==> src/rtl/irq_arbiter.sv <==
// irq_arbiter: synchronises interrupt sources, latches them as level/edge pending and
// hands the highest-priority request to the CPU through a request/ack/EOI handshake.
//
// state   | meaning
// IDLE    | nothing outstanding; arbitrates pending & enable
// ASSERT  | cpu_irq high, id frozen; waits for int_ack or withdrawal
// SERVICE | handler running, cpu_irq low, id frozen; waits for eoi

module irq_arbiter #(
    parameter int IRQ_CH = 8,
    parameter int ID_W   = 3
) (
    input  logic              clk,
    input  logic              reset,
    input  logic [IRQ_CH-1:0] irq_src,
    input  logic              cfg_we,
    input  logic [1:0]        cfg_addr,
    input  logic [31:0]       cfg_wdata,
    output logic [31:0]       cfg_rdata,
    output logic              cpu_irq,
    output logic [ID_W-1:0]   cpu_irq_id,
    input  logic              int_ack,
    input  logic              eoi
);

    typedef enum logic [1:0] {
        IDLE    = 2'd0,
        ASSERT  = 2'd1,
        SERVICE = 2'd2
    } state_t;

    state_t            state;
    logic [IRQ_CH-1:0] enable;
    logic [IRQ_CH-1:0] edge_mode;
    logic [IRQ_CH-1:0] pending;
    logic [IRQ_CH-1:0] s1;
    logic [IRQ_CH-1:0] s2;
    logic [IRQ_CH-1:0] s2_d;
    logic [IRQ_CH-1:0] req;
    logic [IRQ_CH-1:0] edge_det;
    logic [IRQ_CH-1:0] pend_clr;
    logic [IRQ_CH-1:0] pending_nxt;
    logic [ID_W-1:0]   pick_id;
    logic              pend_wr;
    logic              ack_taken;
    logic              unused_wdata;

    assign req          = pending & enable;
    assign edge_det     = s2 & ~s2_d;
    assign pend_wr      = cfg_we && (cfg_addr == 2'd2);
    assign ack_taken    = (state == ASSERT) && int_ack;
    assign unused_wdata = ^cfg_wdata;

    // Scan from the top so the lowest requesting index is the one left standing.
    always_comb begin
        pick_id = '0;
        for (int i = IRQ_CH - 1; i >= 0; i--) begin
            if (req[i]) pick_id = ID_W'(i);
        end
    end

    // Edge set is OR'd in after the clear mask, so a coincident set wins.
    always_comb begin
        pend_clr = '0;
        for (int i = 0; i < IRQ_CH; i++) begin
            pend_clr[i] = (ack_taken && (cpu_irq_id == ID_W'(i))) || (pend_wr && cfg_wdata[i]);
        end
        pending_nxt = (edge_mode & (edge_det | (pending & ~pend_clr))) | (~edge_mode & s2);
    end

    always_comb begin
        cfg_rdata = '0;
        case (cfg_addr)
            2'd0: cfg_rdata[IRQ_CH-1:0] = enable;
            2'd1: cfg_rdata[IRQ_CH-1:0] = edge_mode;
            2'd2: cfg_rdata[IRQ_CH-1:0] = pending;
            default: begin
                cfg_rdata[1:0]      = state;
                cfg_rdata[8 +: ID_W] = cpu_irq_id;
            end
        endcase
    end

    always_ff @(posedge clk or negedge reset) begin
        if (!reset) begin
            s1        <= '0;
            s2        <= '0;
            s2_d      <= '0;
            pending   <= '0;
            enable    <= '0;
            edge_mode <= '0;
        end else begin
            s1      <= irq_src;
            s2      <= s1;
            s2_d    <= s2;
            pending <= pending_nxt;
            if (cfg_we && (cfg_addr == 2'd0)) enable    <= cfg_wdata[IRQ_CH-1:0];
            if (cfg_we && (cfg_addr == 2'd1)) edge_mode <= cfg_wdata[IRQ_CH-1:0];
        end
    end

    always_ff @(posedge clk or negedge reset) begin
        if (!reset) begin
            state      <= IDLE;
            cpu_irq    <= 1'b0;
            cpu_irq_id <= '0;
        end else begin
            case (state)
                IDLE: begin
                    cpu_irq <= 1'b0;
                    if (req != '0) begin
                        cpu_irq_id <= pick_id;
                        cpu_irq    <= 1'b1;
                        state      <= ASSERT;
                    end
                end
                ASSERT: begin
                    if (int_ack) begin
                        cpu_irq <= 1'b0;
                        state   <= SERVICE;
                    end else if (!req[cpu_irq_id]) begin
                        cpu_irq <= 1'b0;
                        state   <= IDLE;
                    end
                end
                SERVICE: begin
                    cpu_irq <= 1'b0;
                    if (eoi) state <= IDLE;
                end
                default: begin
                    cpu_irq <= 1'b0;
                    state   <= IDLE;
                end
            endcase
        end
    end

endmodule

==> config.mk <==
export PLATFORM = sky130hd
export DESIGN_NAME = irq_arbiter
export DESIGN_NICKNAME = d
export VERILOG_FILES = /design/src/rtl/irq_arbiter.sv
export SDC_FILE = /design/constraint.sdc
export NUM_CORES = 1
export LEC_CHECK = 0
export CAP_MARGIN = 20
export CORE_AREA = 2 2 78 80
export DETAILED_ROUTE_END_ITERATION = 6
export DIE_AREA = 0 0 80 82
export HOLD_SLACK_MARGIN = 0.05
export PLACE_DENSITY = 0.76
export SYNTH_ARGS = -nofsm -noshare
export SYNTH_HDL_FRONTEND = slang
export SYNTH_SLANG_ARGS = --single-unit
==> constraint.sdc <==
create_clock -name clk -period 1.5 [get_ports clk]
set_input_delay 0.3 -clock clk [delete_from_list [all_inputs] [get_ports clk]]
set_output_delay 0.3 -clock clk [all_outputs]
set_load 0.05 [all_outputs]
Word-level counts from Yosys, hierarchy flattened
Cells that the tools add are included.
{ "op_classes": {"n_addsub": 0, "n_mul": 0, "div": 0, "magnitude_cmp": 1, "eq_ne": 14, "shifts": 0, "mux": 22, "bitwise": 10, "n_reduce_logical": 35} }
{ "op_table": {"columns": ["op", "count"], "rows": [
  ["$and A8 B8 Y8", 5],
  ["$mux W3", 9],
  ["$not A8 Y8", 3],
  ["$logic_and A1 B1 Y1", 20],
  ["$pmux W6 S3", 1],
  ["$or A8 B8 Y8", 2],
  ["$eq A3 B3 Y1 const B", 4],
  ["$pmux W2 S3", 2],
  ["$logic_or A1 B1 Y1", 8],
  ["$mux W2", 4],
  ["$reduce_bool A8 Y1", 1],
  ["$eq A3 B2 Y1 const B", 2],
  ["$eq A2 B1 Y1 const B", 2],
  ["$eq A2 B2 Y1 const B", 2],
  ["$logic_not A2 Y1", 2],
  ["$lt A3 B4 Y1 const B", 1],
  ["$mux W1", 4],
  ["$ne A2 B2 Y1 const B", 2],
  ["$bmux W1 S3", 1],
  ["$eq A3 B1 Y1 const B", 1],
  ["$logic_not A3 Y1", 1],
  ["$ne A3 B3 Y1 const B", 1],
  ["$reduce_and A3 Y1", 1],
  ["$reduce_or A3 Y1", 1],
  ["other kinds (2)", 2]
]} }
{ "totals": {"regBits": 54, "latch_bits": 0, "ram_bits": 0, "mem_bits_ro": 0, "in_bits": 47, "output_inout_bits": 36, "word_cells": 91, "n_memories": 0} }

Depth between registers and ports, before layout
Gate-level depths: netlist (run 1).
{ "logic_depth": {"ltp_word": 9, "ltp_mapped": 6, "mapped_depth_nobuf": 4} }

Least setup slack after synthesis (run 1)
Ideal clock, no wire load.
{ "synth_timing": {"path_type": "input to output", "startpoint": "input port cfg_addr[0]", "endpoint": "output port cfg_rdata[3]", "arrival_time_ns": 1.830, "required_time_ns": 1.200, "setup_slack_ns": -0.630, "stages": 4, "path_buffers": 2, "cell_sequence": "buf_4 > buf_4 > mux2i_1 > o21ai_0"} }
{ "synth_between": {"elab_chain_len": 2, "elab_cells_between_ends": 4, "classes_between": "eq/ne: 2; mux: 1; reduce/logical: 1"} }
{ "synth_lines": {"columns": ["element", "line_no", "rtl"], "rows": [
  ["from (decl)", "17", "input logic [1:0] cfg_addr,"],
  ["$eq A2 B2 Y1, or another cell as far along", "73", "case (cfg_addr)"],
  ["$pmux W6 S3 *", "73", null],
  ["to (decl)", "19", "output logic [31:0] cfg_rdata,"]
]} }
Every way passes the cells marked *; elsewhere a longest branch is shown, timed or not.

Worst setup path after layout (run 1)
{ "layout_timing": {"startpoint": "register state[0]", "endpoint": "output port cfg_rdata[0]"} }
{ "layout_between": {"elab_chain_len": 1} }
{ "layout_lines": {"columns": ["element", "line_no", "rtl"], "rows": [
  ["from (decl)", "32", "state_t state;"],
  ["from (signal assigned)", "104", "state <= IDLE;"],
  ["from (signal assigned)", "114", "state <= ASSERT;"],
  ["from (signal assigned)", "120", "state <= SERVICE;"],
  ["$pmux W2 S3", "73", null]
]} }
Every way passes these cells.

==> results.py, run 1 <==
metrics = {
    "outcome": {
        "status": "complete, but fails checks",
        "violations": "setup timing",
    },
    "layout": {
        "fin_cells": 374,
        "antenna_cells": 0,
        "multi_input_area_mm2": 0.00107,
        "ff_latch_area_mm2": 0.00136,
        "area_growth_pct": 41.9,
        "fill_cells": 454,
        "drive_gt1_share_pct": 40.5,
        "fin_area_mm2": 0.00352,
        "nNetsFinal": 345,
    },
    "placed_design": {
        "globalplace.congestion": 0.929,
        "place_ws_ns": -0.443,
        "io_buffers": 37,
        "dpl.cell_count": 336,
        "placed_area_mm2": 0.00313,
        "dp.final_hpwl_um": 3890,
    },
    "drt": {
        "wire_per_inst_um": 15.7,
        "drt_iter0_markers": 166,
        "drt-met1-wl_um": 2570,
        "wirelength_um": 5880,
        "routed-wl-met3_um": 371,
        "drc": 0,
        "antenna_left": 0,
        "drt_pass1_iterations": 4,
        "top_layer": "met4",
        "vias": 1929,
        "dr_wl_met2_um": 2840,
        "via_per_inst": 5.16,
    },
    "global_routing": {
        "antenna_found_initial": 0,
        "track_usage_pct": 19.4,
        "grt_pass1_wl_um": 9430,
        "grt_max_degree": 55,
        "grt_pass1_vias": 1834,
        "grt_overflow": 0,
    },
    "hold_path": {
        "min_path_type": "flop to flop",
        "min_path_cells": 0,
        "hold_start": "s1[0]",
        "min_to": "s2[0]",
    },
    "timing": {
        "period_minus_slack_ns": 1.69,
        "setup_viol": 4,
        "min_period_over_period_pct": 112,
        "tns_ns": -0.405,
        "maxSlewViolCount": 0,
        "finClkSkew_ns": 0.00562,
        "fmax_mhz": 593,
        "setup_slack_ns": -0.186,
        "hold_viol_final": 0,
        "holdWs_ns": 0.355,
        "rsz0062_at_grt": "true",
    },
    "critical_path": {
        "cp-end-kind": "output pin",
        "reg2reg_slack_ns": 0.03,
        "worstRegToRegCells": 6,
        "crit_required_ns": 1.20,
        "path_class": "flop to output pin",
        "timing.rr.end": "cpu_irq_id[1]",
        "start_kind": "flop",
        "r2r-start": "enable[3]",
        "worstPathMaxFanout": 2,
        "worstPathArrival_ns": 1.39,
    },
    "yosys": {
        "synth_edf_count": 0,
        "ys_types": 42,
        "seq_area_frac_synth_pct": 54.5,
        "syn_inst": 211,
        "async_flop_share_pct": 100,
        "yosysWarnings": 0,
        "ys.flop_type": "dfrtp_1",
        "syn_area_per_cell_um2": 11.7,
        "synthesis.area_mm2": 0.00248,
        "ys_ff_latch": 54,
    },
    "clock_tree": {
        "clk_latency_ns": 0.30,
        "cts_made_buffers": 5,
        "path_clk_slew_ns": 0.09,
        "cts.sink_count": 54,
        "clockBufferDepth": 2,
        "htreeDepth": 2,
        "clockRootBuffer": "clkbuf_8",
        "cts_tree": "yes",
    },
    "power": {
        "p_per_area_mw_per_mm2": 1520,
        "p_leak_nw": 1.61,
        "irDropWorstVdd_mv": 0.852,
    },
    "run": {
        "drv_cap": 0,
    },
    "die": {
        "core.rowCount": 28,
        "initial_core_util_pct": 43.1,
        "fp.dieH_um": 82,
        "die_w_um": 80,
        "core_area_mm2": 0.00575,
        "design.die.area_mm2": 0.00656,
        "io_pins": 83,
    },
}
-- kinds of logic (layout without fill, tap and decap cells) --
logic type      count (synthesis)  count (layout)  synth area share (%)
flops                          54              54                  54.5
mux                            24              24                  11.7
buf+inv                        30              98                  8.33
compound gates                 40              40                  12.2
other cells                     1              21                 0.151
simple gates                   62              62                  13.2
-- metal layers --
layer | track usage (%) | vias to the layer above
met2 | 30.5 | 80
met5 | 0 | -
met3 | 4.62 | 12
li1 | - | 888
met4 | 6.78 | 0
met1 | 26.4 | 949
-- Yosys cell counts (2+ instances only) --
cell / count / area, um^2
a21oi_2: 2 / 17.5
dfrtp_1: 54 / 1350
nor2b_1: 2 / 12.5
o211ai_1: 2 / 15.0
nand3_1: 3 / 15.0
a21oi_1: 3 / 15.0
nand2_1: 33 / 124
buf_4: 23 / 173
nand4b_1: 2 / 17.5
a22o_1: 2 / 17.5
a21o_1: 6 / 45.0
mux2_2: 16 / 180
nor2_1: 6 / 22.5
o21ai_0: 7 / 35.0
mux2i_1: 6 / 60.1
nand4_1: 3 / 18.8
and3_1: 3 / 18.8
clkbuf_1: 3 / 11.3
a221oi_1: 7 / 61.3
inv_1: 3 / 11.3
a22oi_1: 4 / 30.0
-- registers in the layout (all words and copies together), names as in the netlist --
name,cells
enable,8
s1,8
edge_mode,8
s2_d,8
s2,8
state,2
cpu_irq,1
cpu_irq_id,3
pending,8
-- worst max-delay path: stages (launching register included) --
cell and delay (ns):
dfrtp_1 0.41, mux4_2 0.50, buf_6 0.17
-- report_power, final --
part	internal [mW]	switching (mW)
clock network	0.371	0.448
registers	1.70	0.193
logic	1.25	1.40
total	3.33	2.04
-- timing repair --
item / 4_1_cts / 5_1_grt
pin swaps: 3 / 5
resized for setup: 15 / 7
setup endpoints to repair: 35 / 11
setup buffers: 22 / 7
hold buffers: 1 / 0
endpoints found under the hold margin: 54 / 0
-- cells in the final DEF, fill, tap and decap left out, drive strengths merged, types with 2 or more instances in the layout --
cell type / netlist / routed
a221oi: 7 / 7
a21oi: 5 / 5
conb: 1 / 21
a22o: 2 / 2
nand3: 3 / 3
nand2: 33 / 33
inv: 3 / 3
mux4: 2 / 2
nor2: 6 / 6
nand4b: 2 / 2
a41oi: 2 / 2
and3: 3 / 3
o211ai: 2 / 2
clkdlybuf4s50: 0 / 19
a22oi: 4 / 4
o21ai: 7 / 7
mux2i: 6 / 6
and2: 2 / 2
buf: 24 / 66
nand4: 3 / 3
a21o: 6 / 6
nor3b: 2 / 2
dfrtp: 54 / 54
nand3b: 2 / 2
mux2: 16 / 16
nor2b: 3 / 3
clkbuf: 3 / 6
-- stage by stage --
| stage | utilization, % | total power [mW] |
|---|---|---|
| 2_1_floorplan | - | 3.23 |
| 3_3_place_gp | 54.5 | 4.05 |
| 3_5_place_dp | 54.5 | 4.08 |
| 4_1_cts | 59.6 | 5.21 |
| 5_1_grt | 61.2 | 5.66 |
| 6_report | 61.2 | 5.36 |
-- how the worst max path moves through the flow --
stage               slack (ns)            to         from
floorplan               -0.002  cfg_rdata[2]  cfg_addr[0]
global placement         -0.44  cfg_rdata[1]  cfg_addr[0]
detailed placement       -0.44    pending[2]  cfg_addr[0]
CTS                      -0.19  cfg_rdata[0]     state[0]
global route             -0.22  cfg_rdata[0]     state[0]
finish                   -0.19  cfg_rdata[0]     state[0]
-- area by class of cell --
type                       instances  share of cell area (%)
inverter                           3                   0.320
sequential                        54                    38.5
clock buffer                       6                    2.35
tap                               75                    2.67
clock inverter                     2                   0.356
multi-input combinational        147                    30.3
timing repair buffer              87                    25.5
Note: power is estimated with default switching activity, not from simulation.
==> run 2: changes to the inputs <==
CORE_AREA = 2 2 75 77   (was 2 2 78 80)
DIE_AREA = 0 0 77 79   (was 0 0 80 82)
PLACE_DENSITY = 0.81   (was 0.76)
clock period = 1.97 ns   (was 1.5 ns; I/O delays follow)
==> run 2 against run 1 <==
Compared with the run above: the run now ends clean; utilization shrank 3.0 points; sequential cell count unchanged; setup slack better by 0.20 ns; clock-buffer cell count up 1; combinational power fell by 48%; first-iteration DRC count unchanged; final cell count fell by 12%; worst hold slack worse by 0.29 ns; power fell by 35%; die area is 7.3% lower; critical endpoint is now cfg_rdata[1]; largest power group is now registers.
==> results.py, run 2 (same netlist as run 1, synthesis figures left out) <==
metrics = {
    "clock_tree": {
        "cts_tree": "yes",
        "cts_made_buffers": 5,
        "cts.sink_count": 54,
        "clk_latency_ns": 0.31,
        "htreeDepth": 2,
        "clockRootBuffer": "clkbuf_8",
        "path_clk_slew_ns": 0.09,
        "clockBufferDepth": 2,
    },
    "global_routing": {
        "antenna_found_initial": 0,
        "track_usage_pct": 18.1,
        "grt_overflow": 0,
        "grt_pass1_vias": 1690,
        "grt_pass1_wl_um": 8400,
        "grt_max_degree": 55,
    },
    "power": {
        "p_leak_nw": 1.40,
        "irDropWorstVdd_mv": 0.669,
        "finalPower_mw": 3.49,
        "p_per_area_mw_per_mm2": 1120,
    },
    "critical_path": {
        "cp_slowest_cell": "clkdlybuf4s50_1",
        "path_class": "primary input to output pin",
        "start_kind": "primary input",
        "cp-end-kind": "output pin",
        "path_delay_family": "buffers and inverters",
        "cpMostUsedCell": "buf_6",
        "worstPathMaxFanout": 8,
        "worstPathArrival_ns": 1.56,
        "crit_required_ns": 1.58,
        "slowest_delay_ns": 0.50,
        "cp.buffers_inverters": 3,
        "path_cells": "clkdlybuf4s50_1 > buf_6 > mux4_2 > buf_6",
    },
    "placed_design": {
        "globalplace.congestion": 0.881,
        "io_buffers": 37,
        "place_ws_ns": -0.222,
        "dp.final_hpwl_um": 3500,
        "placed_area_mm2": 0.00296,
    },
    "die": {
        "core.rowCount": 27,
        "io_pins": 83,
        "core_area_mm2": 0.00534,
        "design.die.area_mm2": 0.00608,
        "fp.dieH_um": 79,
        "initial_core_util_pct": 46.4,
        "die_w_um": 77,
    },
    "layout": {
        "drive_gt1_share_pct": 24.4,
        "fill_cells": 468,
        "layout_commonest_cell": "dfrtp_1",
        "nNetsFinal": 305,
        "mostFrequentLayoutCells": "dfrtp_1, nand2_1, conb_1, clkdlybuf4s50_1, mux2_2",
        "area_growth_pct": 25.4,
        "fin_area_mm2": 0.00311,
        "antenna_cells": 0,
        "final_util_pct": 58.3,
    },
    "drt": {
        "wire_per_inst_um": 15.2,
        "wirelength_um": 5020,
        "antenna_left": 0,
        "drt_pass1_iterations": 4,
        "drt_iter0_markers": 166,
        "drc": 0,
        "vias": 1712,
        "via_per_inst": 5.19,
    },
    "hold_path": {
        "min_path_type": "primary input to async pin",
    },
    "timing": {
        "setup_viol": 0,
        "tns_ns": 0,
        "min_period_over_period_pct": 99.2,
        "finClkSkew_ns": 0.00775,
        "period_minus_slack_ns": 1.95,
        "fmax_mhz": 512,
        "setup_slack_ns": 0.0156,
        "maxSlewViolCount": 0,
        "hold_viol_final": 0,
        "rsz0062_at_grt": "true",
    },
    "outcome": {
        "status": "finished, final reports clean",
    },
    "run": {
        "drv_cap": 0,
    },
}
## run 2: cell types whose count changed in the layout (fill, tap and decap cells not counted), moves of 3 or more
| cell | before | now |
|---|---|---|
| and3_2 | 3 | 0 |
| a22oi_2 | 4 | 0 |
| dfrtp_2 | 3 | 0 |
| dfrtp_1 | 51 | 54 |
| buf_4 | 45 | 9 |
| and3_1 | 0 | 3 |
| a22oi_1 | 0 | 4 |
## run 2: final timing paths
kind | cells after the start | endpoint | slack (ns) | startpoint
max | 4 | cfg_rdata[1] | 0.02 | cfg_addr[1]
min | 2 | s2_d[5] | 0.06 | reset
max reg2reg | 3 | cpu_irq_id[0] | 0.49 | pending[3]
min reg2reg | 0 | s2[1] | 0.35 | s1[1]
max in group asynchronous | 2 | s1[3] | 1.66 | reset
min in group clk | 0 | s2[1] | 0.35 | s1[1]
## run 2: power breakdown
part           switching, mW  internal, mW  leakage (nW)
clock network          0.334         0.246        0.0383
registers              0.238          1.29         0.635
logic                  0.809         0.573         0.723
total                   1.38          2.11          1.40
## run 2: routing by layer
layer | vias up | part of all wire [%] | GRT usage [%]
met3 | 9 | 6.1 | 4.77
met2 | 63 | 46 | 27.5
met1 | 838 | 46 | 24.8
met4 | 0 | 1.5 | 7.14
li1 | 802 | - | -
met5 | - | 0 | 0
## run 2: repair_timing
| item | in CTS | in global routing |
|---|---|---|
| hold buffers | 0 | 0 |
| gates resized for setup | 8 | 3 |
| buffers inserted | 2 | 2 |
| setup endpoints to repair | 9 | 4 |
## run 2: area by class of cell
type | count | area [um^2] | share of cell area (%)
flip-flops and latches | 54 | 1350 | 43.5
repair buffers | 47 | 566 | 18.2
inverters | 3 | 11.3 | 0.362
multi-input cells | 147 | 1010 | 32.6
well taps | 72 | 90.1 | 2.90
clock buffers | 7 | 76.3 | 2.45
## run 2: through the flow
stage                     cells  hold slack (ns)
after CTS                   328           0.0743
after global routing        330           0.0807
final                       330           0.0636
after global placement      319            0.332
after floorplan             231           0.0984
after detailed placement    319            0.335
==> run 3: changes to the inputs <==
GPL_TIMING_DRIVEN = 0   (was unset)
==> run 3 against run 2 <==
Compared with the run above: die area unchanged; maximum frequency grew 0.82%; utilization down 0.68 points; critical endpoint is now cpu_irq_id[1]; largest cell class unchanged.
==> results.py, run 3 (same netlist as run 1, synthesis figures left out) <==
metrics = {
    "die": {
        "io_pins": 83,
        "core_area_mm2": 0.00534,
        "die_w_um": 77,
        "fp.dieH_um": 79,
        "core.rowCount": 27,
        "initial_core_util_pct": 46.4,
        "design.die.area_mm2": 0.00608,
    },
    "critical_path": {
        "worstPathMaxFanout": 4,
        "worstPathArrival_ns": 1.54,
        "path_delay_family": "buffers and inverters",
        "path_cells": "clkdlybuf4s50_1",
        "crit_required_ns": 1.58,
        "path_class": "flop to output pin",
        "start_kind": "flop",
        "cp-end-kind": "output pin",
        "slowest_delay_ns": 0.82,
        "cp.buffers_inverters": 1,
        "cp_slowest_cell": "clkdlybuf4s50_1",
    },
    "timing": {
        "period_minus_slack_ns": 1.94,
        "maxSlewViolCount": 0,
        "worstMarginPinSlew_ns": 0.580,
        "hold_viol_final": 0,
        "fmax_mhz": 516,
        "setup_viol": 0,
        "tns_ns": 0,
        "rsz0062_at_grt": "false",
        "min_period_over_period_pct": 98.4,
        "finClkSkew_ns": 0.00697,
        "setup_slack_ns": 0.0314,
        "maxSlewHeadroom_pct": 61.3,
    },
    "power": {
        "p_leak_nw": 1.44,
        "irDropWorstVdd_mv": 0.525,
        "p_per_area_mw_per_mm2": 1100,
    },
    "global_routing": {
        "grt_max_degree": 30,
        "grt_pass1_wl_um": 8430,
        "antenna_found_initial": 0,
        "grt_pass1_vias": 1760,
        "track_usage_pct": 17.8,
        "grt_overflow": 0,
    },
    "clock_tree": {
        "clockRootBuffer": "clkbuf_8",
        "htreeDepth": 2,
        "clk_latency_ns": 0.30,
        "cts_tree": "yes",
        "clockBufferDepth": 2,
        "cts_hold_buf": 0,
        "postCtsSetupRepairBufs": 0,
        "path_clk_slew_ns": 0.09,
        "cts.sink_count": 54,
        "cts_made_buffers": 5,
        "cts_resized": 63,
    },
    "run": {
        "drv_cap": 0,
    },
    "drt": {
        "antenna_left": 0,
        "drt_pass1_iterations": 4,
        "wire_per_inst_um": 14.5,
        "wirelength_um": 5020,
        "drt_iter0_markers": 127,
        "drc": 0,
        "vias": 1778,
        "via_per_inst": 5.12,
    },
    "placed_design": {
        "io_buffers": 36,
        "place_ws_ns": -0.925,
        "dpl.cell_count": 340,
        "dp.final_hpwl_um": 3670,
        "globalplace.congestion": 0.882,
    },
    "outcome": {
        "status": "finished, final reports clean",
    },
    "layout": {
        "fin_cells": 347,
        "area_growth_pct": 24.0,
        "antenna_cells": 0,
        "nNetsFinal": 322,
        "drive_gt1_share_pct": 25.8,
        "mostFrequentLayoutCells": "dfrtp_1, nand2_1, buf_4",
        "layout_commonest_cell": "dfrtp_1",
        "final_util_pct": 57.6,
    },
    "hold_path": {
        "min_path_type": "primary input to async pin",
    },
}
[run 3: cell count changes in the layout (fill, tap and decap cells not counted), moves of 4 or more]
cell / change
buf_4: +19
o21ai_1: +6
o21ai_2: -6
buf_12: -11
buf_2: +4
[run 3: final timing paths]
| kind | startpoint | endpoint | slack (ns) | depth (start not counted) |
|---|---|---|---|---|
| max | cpu_irq_id[1] | cpu_irq_id[1] | 0.03 | 1 |
| min | reset | edge_mode[5] | 0.08 | 1 |
| max reg2reg | cpu_irq_id[1] | cpu_irq | 0.45 | 5 |
| min reg2reg | s1[0] | s2[0] | 0.35 | 0 |
| max in group asynchronous | reset | enable[2] | 1.34 | 2 |
| min in group clk | s1[0] | s2[0] | 0.35 | 0 |
[run 3: layout make-up]
type                       instances  area, um^2
inverter                           3        11.3
timing repair buffer              37         340
multi-input combinational        147         996
clock buffer                       7        76.3
tap                               72        90.1
sequential                        54        1350
fill                             485        2260
buffer                            27         208
[run 3: through the flow]
stage,instance area (um^2),hold slack (ns),total power [mW]
final,3070,0.0812,3.39
after global routing,3070,0.117,3.59
after CTS,3070,0.101,3.40
after detailed placement,3020,0.336,2.86
after global placement,3000,0.332,2.83
after floorplan,2550,0.0984,2.44
[run 3: routing by layer]
layer  GRT usage, %  share of wire [%]
met5              0                  0
met4           8.39                2.6
met3           4.55                7.9
met2           28.7                 47
met1           22.8                 42
[run 3: where the power goes]
| part | switching (mW) | leakage, nW | internal (mW) | total [mW] |
|---|---|---|---|---|
| logic | 0.822 | 0.768 | 0.508 | 1.33 |
| registers | 0.196 | 0.635 | 1.29 | 1.49 |
| clock network | 0.324 | 0.0383 | 0.245 | 0.569 |
| total | 1.34 | 1.44 | 2.04 | 3.39 |
